$ cat config.mk
export PLATFORM = sky130hd
export DESIGN_NAME = recebe_pixels
export DESIGN_NICKNAME = d
export VERILOG_FILES = /design/src/rtl/recebe_pixels.sv
export SDC_FILE = /design/constraint.sdc
export NUM_CORES = 1
export LEC_CHECK = 0
export ABC_AREA = 0
export BUFFER_PORTS_ARGS = -buffer_cell sky130_fd_sc_hd__clkbuf_2
export CORE_ASPECT_RATIO = 1.75
export CORE_MARGIN = 1
export CORE_UTILIZATION = 49
export CTS_BUF_LIST = sky130_fd_sc_hd__clkbuf_16
export DETAILED_ROUTE_END_ITERATION = 7
export PLACE_DENSITY = 0.69
export SYNTH_ARGS = -nofsm -noshare
export SYNTH_HDL_FRONTEND = slang
export SYNTH_SLANG_ARGS = --single-unit
$ cat constraint.sdc
create_clock -name clk -period 4.62 [get_ports clk]
set_clock_uncertainty 0.15 [all_clocks]
set_input_delay 0.693 -clock clk [delete_from_list [all_inputs] [get_ports clk]]
set_output_delay 0.693 -clock clk [all_outputs]
set_load 0.01 [all_outputs]
$ cat src/rtl/recebe_pixels.sv
// recebe_pixels: frame capture sink for the zoom pipeline.
// Receives a raster pixel stream (pixel, valid, end-of-line) and writes it
// into frame memory. It also reports protocol errors, frame completion and
// a running 16-bit checksum.
module recebe_pixels #(
   parameter int IMG_W  = 320,
   parameter int IMG_H  = 240,
   parameter int ADDR_W = 17,
   parameter int DATA_W = 8
) (
   input  logic              clk,
   input  logic              rst,
   input  logic              start_in,
   input  logic [DATA_W-1:0] data_in,
   input  logic              data_valida_in,
   input  logic              line_end_in,
   output logic [ADDR_W-1:0] wr_addr,
   output logic [DATA_W-1:0] wr_data,
   output logic              wr_en,
   output logic              busy,
   output logic              frame_done,
   output logic              overflow,
   output logic              short_line,
   output logic [15:0]       checksum
);

   localparam int COL_W = (IMG_W > 1) ? $clog2(IMG_W) : 1;
   localparam int ROW_W = (IMG_H > 1) ? $clog2(IMG_H) : 1;

   localparam logic [COL_W-1:0]  LAST_COL = COL_W'(IMG_W - 1);
   localparam logic [ROW_W-1:0]  LAST_ROW = ROW_W'(IMG_H - 1);
   localparam logic [ADDR_W-1:0] LINE_STEP = ADDR_W'(IMG_W);

   typedef enum logic [1:0] {IDLE, CAPTURE, DONE} state_t;

   state_t              state_q, state_d;
   logic [COL_W-1:0]    col_q, col_d;
   logic [ROW_W-1:0]    row_q, row_d;
   logic [ADDR_W-1:0]   addr_q, addr_d;
   logic [ADDR_W-1:0]   line_base_q, line_base_d;
   logic [ADDR_W-1:0]   wr_addr_q, wr_addr_d;
   logic [DATA_W-1:0]   wr_data_q, wr_data_d;
   logic                wr_en_q, wr_en_d;
   logic                busy_q, busy_d;
   logic                frame_done_q, frame_done_d;
   logic                overflow_q, overflow_d;
   logic                short_line_q, short_line_d;
   logic [15:0]         checksum_q, checksum_d;

   // Working copies of the counters: zero when start_in restarts the frame,
   // so a pixel arriving with start_in lands at (0,0).
   logic                clear;
   logic                accept;
   logic                wrap;
   logic [COL_W-1:0]    cur_col;
   logic [ROW_W-1:0]    cur_row;
   logic [ADDR_W-1:0]   cur_addr;
   logic [ADDR_W-1:0]   cur_base;
   logic [ADDR_W-1:0]   next_base;
   logic [15:0]         cur_sum;

   // Next-state, address generation and output computation.
   always_comb begin
      state_d      = state_q;
      col_d        = col_q;
      row_d        = row_q;
      addr_d       = addr_q;
      line_base_d  = line_base_q;
      wr_addr_d    = wr_addr_q;
      wr_data_d    = wr_data_q;
      wr_en_d      = 1'b0;
      busy_d       = busy_q;
      frame_done_d = 1'b0;
      overflow_d   = overflow_q;
      short_line_d = short_line_q;
      checksum_d   = checksum_q;
      clear        = 1'b0;
      accept       = 1'b0;
      wrap         = 1'b0;
      next_base    = '0;

      case (state_q)
         IDLE: begin
            if (start_in) begin
               clear  = 1'b1;
               accept = data_valida_in;
            end else if (data_valida_in) begin
               overflow_d = 1'b1;
            end
         end
         CAPTURE: begin
            clear  = start_in;
            accept = data_valida_in;
         end
         DONE: begin
            frame_done_d = 1'b1;
            busy_d       = 1'b0;
            state_d      = IDLE;
            if (start_in) begin
               clear  = 1'b1;
               accept = data_valida_in;
            end else if (data_valida_in) begin
               overflow_d = 1'b1;
            end
         end
         default: begin
            state_d = IDLE;
            busy_d  = 1'b0;
         end
      endcase

      cur_col  = clear ? '0 : col_q;
      cur_row  = clear ? '0 : row_q;
      cur_addr = clear ? '0 : addr_q;
      cur_base = clear ? '0 : line_base_q;
      cur_sum  = clear ? '0 : checksum_q;

      if (clear) begin
         state_d      = CAPTURE;
         busy_d       = 1'b1;
         col_d        = '0;
         row_d        = '0;
         addr_d       = '0;
         line_base_d  = '0;
         checksum_d   = '0;
         overflow_d   = 1'b0;
         short_line_d = 1'b0;
      end

      if (accept) begin
         wr_en_d    = 1'b1;
         wr_addr_d  = cur_addr;
         wr_data_d  = data_in;
         checksum_d = cur_sum + 16'(data_in);
         wrap       = (cur_col == LAST_COL) || line_end_in;
         if (line_end_in && (cur_col != LAST_COL)) begin
            short_line_d = 1'b1;
         end
         if (wrap) begin
            next_base = cur_base + LINE_STEP;
            col_d     = '0;
            if (cur_row == LAST_ROW) begin
               state_d = DONE;
            end else begin
               row_d       = cur_row + 1'b1;
               line_base_d = next_base;
               addr_d      = next_base;
            end
         end else begin
            col_d  = cur_col + 1'b1;
            addr_d = cur_addr + 1'b1;
         end
      end
   end

   // State and output registers; reset returns everything to idle zeros.
   always_ff @(posedge clk or posedge rst) begin
      if (rst) begin
         state_q      <= IDLE;
         col_q        <= '0;
         row_q        <= '0;
         addr_q       <= '0;
         line_base_q  <= '0;
         wr_addr_q    <= '0;
         wr_data_q    <= '0;
         wr_en_q      <= 1'b0;
         busy_q       <= 1'b0;
         frame_done_q <= 1'b0;
         overflow_q   <= 1'b0;
         short_line_q <= 1'b0;
         checksum_q   <= '0;
      end else begin
         state_q      <= state_d;
         col_q        <= col_d;
         row_q        <= row_d;
         addr_q       <= addr_d;
         line_base_q  <= line_base_d;
         wr_addr_q    <= wr_addr_d;
         wr_data_q    <= wr_data_d;
         wr_en_q      <= wr_en_d;
         busy_q       <= busy_d;
         frame_done_q <= frame_done_d;
         overflow_q   <= overflow_d;
         short_line_q <= short_line_d;
         checksum_q   <= checksum_d;
      end
   end

   assign wr_addr    = wr_addr_q;
   assign wr_data    = wr_data_q;
   assign wr_en      = wr_en_q;
   assign busy       = busy_q;
   assign frame_done = frame_done_q;
   assign overflow   = overflow_q;
   assign short_line = short_line_q;
   assign checksum   = checksum_q;

endmodule
Word-level counts from Yosys, hierarchy flattened:

Cells that the tools add are included.

* add/subtract/negate cells: 5
* $mul: 0
* div/mod/pow operators: 0
* magnitude comparators: 0
* equal/unequal tests: 7
* shifts and indexed selects: 0
* multiplexer cells: 37
* bitwise operators: 0
* reduce and logical (&&, ||, !) cells: 8

Operators with widths (count)
* 17-bit two-way mux: 8
* 16-bit two-way mux: 2
* 8-bit two-way mux: 4
* 9-bit two-way mux: 3
* 17-bit by 1-bit adder with 17-bit output (second input constant): 1
* 17-bit by 9-bit adder with 17-bit output (second input constant): 1
* 16-bit by 8-bit adder with 16-bit output: 1
* 1-bit two-way mux: 13
* 2-bit two-way mux: 5
* 9-bit by 1-bit adder with 9-bit output (second input constant): 1
* 9-bit == test (second input constant): 1
* 9-bit inequality test (second input constant): 1
* 8-bit by 1-bit adder with 8-bit output (second input constant): 1
* 8-bit == test (second input constant): 1
* 2-bit by 1-bit inequality test with 1-bit output (second input constant): 2
* 1-bit one-hot mux with 2 select lines: 2
* 2-bit nonzero test: 2
* 2-bit OR reduction: 2
* 3-bit AND reduction: 1
* 2-bit by 1-bit == test with 1-bit output (second input constant): 1
* 2-bit == test (second input constant): 1
* 2-bit zero test: 1
* 1-bit logical AND: 1
* 1-bit logical OR: 1

* flip-flop bits (word level): 99
* latch bits: 0
* RAM bits: 0
* ROM bits: 0
* input port bits: 13
* output and inout bits: 46
* word-level logic and storage cells: 70
* memories kept: 0

Logic depth before layout (Yosys ltp):

* word-level depth: 8
* mapped depth: 13
* gate-level depth less buffers: 10

Worst setup path after synthesis:

No wires, ideal clock.

* path type: input to register
* from: in start_in
* to: reg row_q[7]
* setup time: 0.132 ns
* arrival time: 2.984 ns
* data required time: 4.338 ns
* slack: 1.354 ns
* cell stages on the path: 13
* buffers on the path: 3
* cells stage by stage: a21bo_2 clkbuf_1 clkbuf_1 nand2_1 inv_1 ha_1 and4bb_2 a41oi_2 buf_6 nor4_2 nand3_1 xor2_1 nor2_1

* longest elaborated chain between the ends: 7
* elaborated cells on any way between the ends: 13
* classes of those cells: add/sub: 1; eq/ne: 2; mux: 9; reduce/logical: 1

RTL lines
* from (decl): line 13 `input logic start_in,`
* 1-bit two-way mux: line 84, 99
* 1-bit one-hot mux with 2 select lines: line 82 `case (state_q)`
* 8-bit two-way mux or 9-bit two-way mux (tied branches)
* 8-bit by 1-bit adder with 8-bit output (tied with other cells): line 145 `row_d = cur_row + 1'b1;`
* 8-bit two-way mux or 1-bit logical OR (tied branches): line 142, 135
* 8-bit two-way mux: line 139 `if (wrap) begin`
* 8-bit two-way mux (*): line 130 `if (accept) begin`
* net row_d[7]: line 38 `logic [ROW_W-1:0] row_q, row_d;`
* to (signal assigned): line 175 `row_q <= row_d;`
* to (decl): line 38

The timed path passes the listed nets; every way through them passes the cells marked *.
A chain may end at the register's enable or synchronous reset.

Worst setup path in the final report:

* from: reg state_q[0]
* to: reg addr_q[16]

* longest elaborated chain between the ends: 8
* elaborated cells on any way between the ends: 18
* classes of those cells: add/sub: 2; eq/ne: 4; mux: 9; reduce/logical: 3

RTL lines
* from (decl): line 36 `state_t state_q, state_d;`
* from (signal assigned): line 173 `state_q <= state_d;`
* 2-bit == test or 2-bit zero test (tied branches): line 82
* 2-bit OR reduction (no source line)
* 1-bit one-hot mux with 2 select lines: line 82
* 17-bit two-way mux (tied with other cells): line 115 `cur_base = clear ? '0 : line_base_q;`
* 17-bit by 9-bit adder with 17-bit output (tied with other cells): line 140 `next_base = cur_base + LINE_STEP;`
* 17-bit two-way mux or 1-bit logical OR (tied branches): line 142, 135
* 17-bit two-way mux: line 139
* 17-bit two-way mux (*): line 130
* net addr_d[16]: line 39 `logic [ADDR_W-1:0] addr_q, addr_d;`
* to (signal assigned): line 176 `addr_q <= addr_d;`
* to (decl): line 39

Marks and branches as above.

==> results.rst <==
.. list-table::
   :header-rows: 1

   * - Metric
     - Value
   * - Die outline area
     - 11160 sq um
   * - Hold WC Path Type
     - reg -> reg
   * - Part of the power in registers
     - 48.2%
   * - Critical path capture point type
     - flip-flop
   * - Area contributors post-synth
     - dfrtp_1, nand2_1, o21ai_0
   * - Post-DP HPWL
     - a little under 9 mm
   * - Number of sinks on the clock net
     - 99
   * - Starting DRT DRC Count
     - 354
   * - Number of global-route vias before repair
     - between 4k and 5k
   * - Data arrival time of the critical path
     - 3.43 ns
   * - Final Worst Setup Slack
     - 1.292 ns
   * - Min cycle time layout
     - 3.328 ns
   * - Area share of the largest cell type after synthesis
     - between 40 and 50%
   * - Most common cell in the synthesized netlist
     - dfrtp_1
   * - Status
     - complete, no violations
   * - Main flop type after synthesis
     - dfrtp_1
   * - Layout cell share with drive strength beyond 1
     - 17.29%
   * - Yosys top cell by area
     - dfrtp_1
   * - Setup repair after global routing missed its margin
     - no
   * - Library cells used by synthesis
     - 64
   * - Syn Nets
     - a little under 600
   * - Vias per cell
     - about 6
   * - Site Rows
     - 49
   * - Antenna cells
     - 0
   * - Share of the yosys chip area belonging to registers
     - 47.13%
   * - CTS H-tree lvls
     - 3
   * - Path type of the worst setup path
     - reg -> reg
   * - Count of endpoints failing setup in the final report
     - 0
   * - Max Slew Vio Count
     - 0
   * - Clock transition at the registers of the reported paths
     - roughly 0.070 ns
   * - Post-route non-filler standard cell count
     - 746
   * - Initial Util
     - 50.73%
   * - Buffers from clock root to sink, at most
     - 2
   * - Number of detailed-routing iterations run before antenna repair
     - 5
   * - Total CTS buffers
     - 9
   * - Global route total overflow
     - 0
   * - Die Wd
     - 80.29 microns
   * - Area Growth Syn to Fin
     - 12.62%
   * - Post-Syn Area
     - 5256 sq um
   * - Detail-routed net length per standard cell
     - 17.00 microns
   * - Highest ir drop seen on vdd
     - 0.1765 mV
   * - Instance count after placement with tap cells included
     - between 700 and 800
   * - # nets final
     - 640
   * - Warning count from the yosys run
     - 0
   * - Commonest cells in the synthesized netlist
     - dfrtp_1, nand2_1, nor2_1
   * - Worst slack at placement
     - 0.9794 ns
   * - Max Cap Viol
     - 0
   * - Via count
     - 4351
   * - Internal Dissipation
     - 1.386 mW
   * - Global router's overall resource usage
     - 24.39%
   * - Number of enable flip-flop cells after synthesis
     - 0
   * - Synth async-reset ratio
     - 100.0%
   * - Highest achievable clock rate
     - 0.3004 GHz
   * - Proportion of power drawn by combinational gates
     - roughly 14%
   * - Total detailed-routing wirelength
     - 12.68 mm
   * - Power Dens Cells
     - about 330 nW/um^2
   * - Global placer's final weighted congestion
     - 0.9196
   * - Final Hold Vio Count
     - 0
   * - Core region area
     - 10360 sq um
   * - CTS root buf
     - clkbuf_16
   * - Clock power share
     - a little under two fifths
   * - I/O pins
     - 59
   * - Number of buffers inserted by hold repair at cts
     - 0
   * - Port Buf Inserts
     - 58
   * - Clock latency on the worst-skew pair
     - 0.35 ns
   * - Filler Cell Count
     - 923
   * - Peak fanout along the critical path
     - 12
   * - Setup Total Neg Slack
     - 0 ns
   * - Maximum number of pins on one net before global-route repair
     - 80
   * - Slew at the pin closest to its max-slew limit
     - 0.9882 ns
   * - Wire length of the first global-routing pass
     - 20.95 mm
   * - Number of instances resized during post-cts repair
     - 0
   * - Die Span Y
     - about 140 microns
   * - Static leakage
     - 2.735 nW
   * - Total setup buffers inserted after CTS
     - 0
   * - Final Core Density
     - 57.13%
   * - TritonCTS clock tree
     - done
   * - Mean instance size in the synthesized netlist
     - 9.320 sq um
   * - Switching pwr
     - 0.5591 mW
   * - Critical path data required time
     - 4.73 ns
   * - Final period utilization
     - between 70% and 80%
   * - Switching part of the total
     - 28.74%
   * - Kind of start point of the critical path
     - flip-flop
   * - Total DRC errors in the routed layout
     - 0
   * - Max_slew headroom
     - 34.12%
   * - Yosys reg bits
     - 99
   * - Total power of the final layout
     - 1.945 mW
   * - Number of antenna violations at the first check in global routing
     - 0
   * - Number of nets still failing antenna checks after routing
     - 0
   * - Number of instances in the synthesized netlist
     - 564
## cell families (layout without fill, tap and decap cells)
logic type                 Yosys count  in the layout  share of synthesized area (%)
xor gates and xnor gates            37             37                          6.165
DFF                                 99             99                          47.13
muxes                                8              8                          1.642
buffers and inverters               38             93                          3.261
adders and majority gates           13             13                          3.237
AOI/OAI and AO/OA                  119            119                          15.02
and+or+nand+nor                    250            250                          23.54
## placed cells by master, fill, tap and decap left out, types with 3 or more instances in the layout
| master | netlist | final |
|---|---|---|
| and2_1 | 26 | 26 |
| nor2_1 | 45 | 45 |
| ha_1 | 12 | 12 |
| a31oi_1 | 5 | 5 |
| or4_1 | 3 | 3 |
| buf_4 | 0 | 7 |
| nand2_1 | 98 | 98 |
| nand4_1 | 10 | 10 |
| mux2i_1 | 3 | 3 |
| clkbuf_16 | 0 | 9 |
| clkbuf_2 | 0 | 58 |
| inv_1 | 12 | 11 |
| o21a_1 | 4 | 4 |
| nand3_1 | 30 | 30 |
| dfrtp_1 | 99 | 99 |
| mux2_2 | 5 | 5 |
| o31ai_1 | 7 | 7 |
| a21oi_1 | 27 | 27 |
| a22oi_1 | 4 | 4 |
| xnor2_1 | 20 | 20 |
| xor2_1 | 17 | 17 |
| a211oi_1 | 3 | 3 |
| nor3_1 | 9 | 9 |
| o22ai_1 | 4 | 4 |
| o21ai_0 | 35 | 35 |
| and3_1 | 7 | 7 |
| a21o_1 | 4 | 4 |
## power by group through the flow
stage          combinational [mW]  clock [mW]  sequential, mW
6_report                    0.278       0.729           0.938
3_5_place_dp                0.278           0           0.955
5_1_grt                     0.308       0.785           0.944
3_3_place_gp                0.273           0           0.954
2_1_floorplan               0.178           0           0.963
4_1_cts                     0.279       0.743           0.938
## path summary, 6_finish.rpt
check                                             from  depth (start not counted)                   endpoint  slack [ns]
worst max-delay path              state_q[0]$_DFF_PP0_                          9       addr_q[16]$_DFF_PP0_        1.29
worst min-delay path            wr_data[2]$_DFFE_PP0P_                          2     wr_data[2]$_DFFE_PP0P_        0.33
worst max register to register    state_q[0]$_DFF_PP0_                          9       addr_q[16]$_DFF_PP0_        1.29
worst min register to register  wr_data[2]$_DFFE_PP0P_                          2     wr_data[2]$_DFFE_PP0P_        0.33
max in group asynchronous                          rst                          3  line_base_q[13]$_DFF_PP0_        3.03
min in group asynchronous                          rst                          2     wr_data[1]$_DFFE_PP0P_        0.40
## metal layers
metal	wire length, microns	up-vias	global-route usage (%)
met5	0	-	0
met2	6520	114	40.31
met3	469	32	4.342
met4	471	0	12.03
met1	5223	2130	30.13
li1	-	2075	-
## area by class of cell
| class | count | area, sq um | share of cell area [%] |
|---|---|---|---|
| Inverter | 12 | 47.55 | 0.8032 |
| Timing Repair Buffer | 65 | 342.8 | 5.792 |
| Sequential cell | 99 | 2477 | 41.85 |
| Clock inverter | 7 | 60.06 | 1.015 |
| Tap cell | 127 | 158.9 | 2.684 |
| Clock buffer | 9 | 225.2 | 3.805 |
| Multi-Input combinational cell | 427 | 2608 | 44.05 |
## worst max-delay path, stage by stage (launching register included)
cell      delay (ns)
dfrtp_1         0.46
a21bo_2         0.27
and2_1          0.18
ha_1            0.23
and4bb_2        0.27
a41oi_2         0.69
nand2_2         0.30
nor4_2          0.39
nor3_1          0.07
a211oi_1        0.23
## stage by stage
step	area, sq um	hold slack (ns)
after floorplan	5256	0.2962
after global placement	5634	0.3030
after detailed placement	5634	0.3112
after CTS	5919	0.3315
after global routing	5919	0.3521
final	5919	0.3298
## registers in the layout (all words and copies together) (netlist names)
name and cells:
row_q 8, wr_en 1, checksum 16, addr_q 17, state_q 2, wr_data 8, overflow 1, short_line 1
frame_done 1, wr_addr 17, line_base_q 17, busy 1, col_q 9
(Power assumes the default switching activity.)
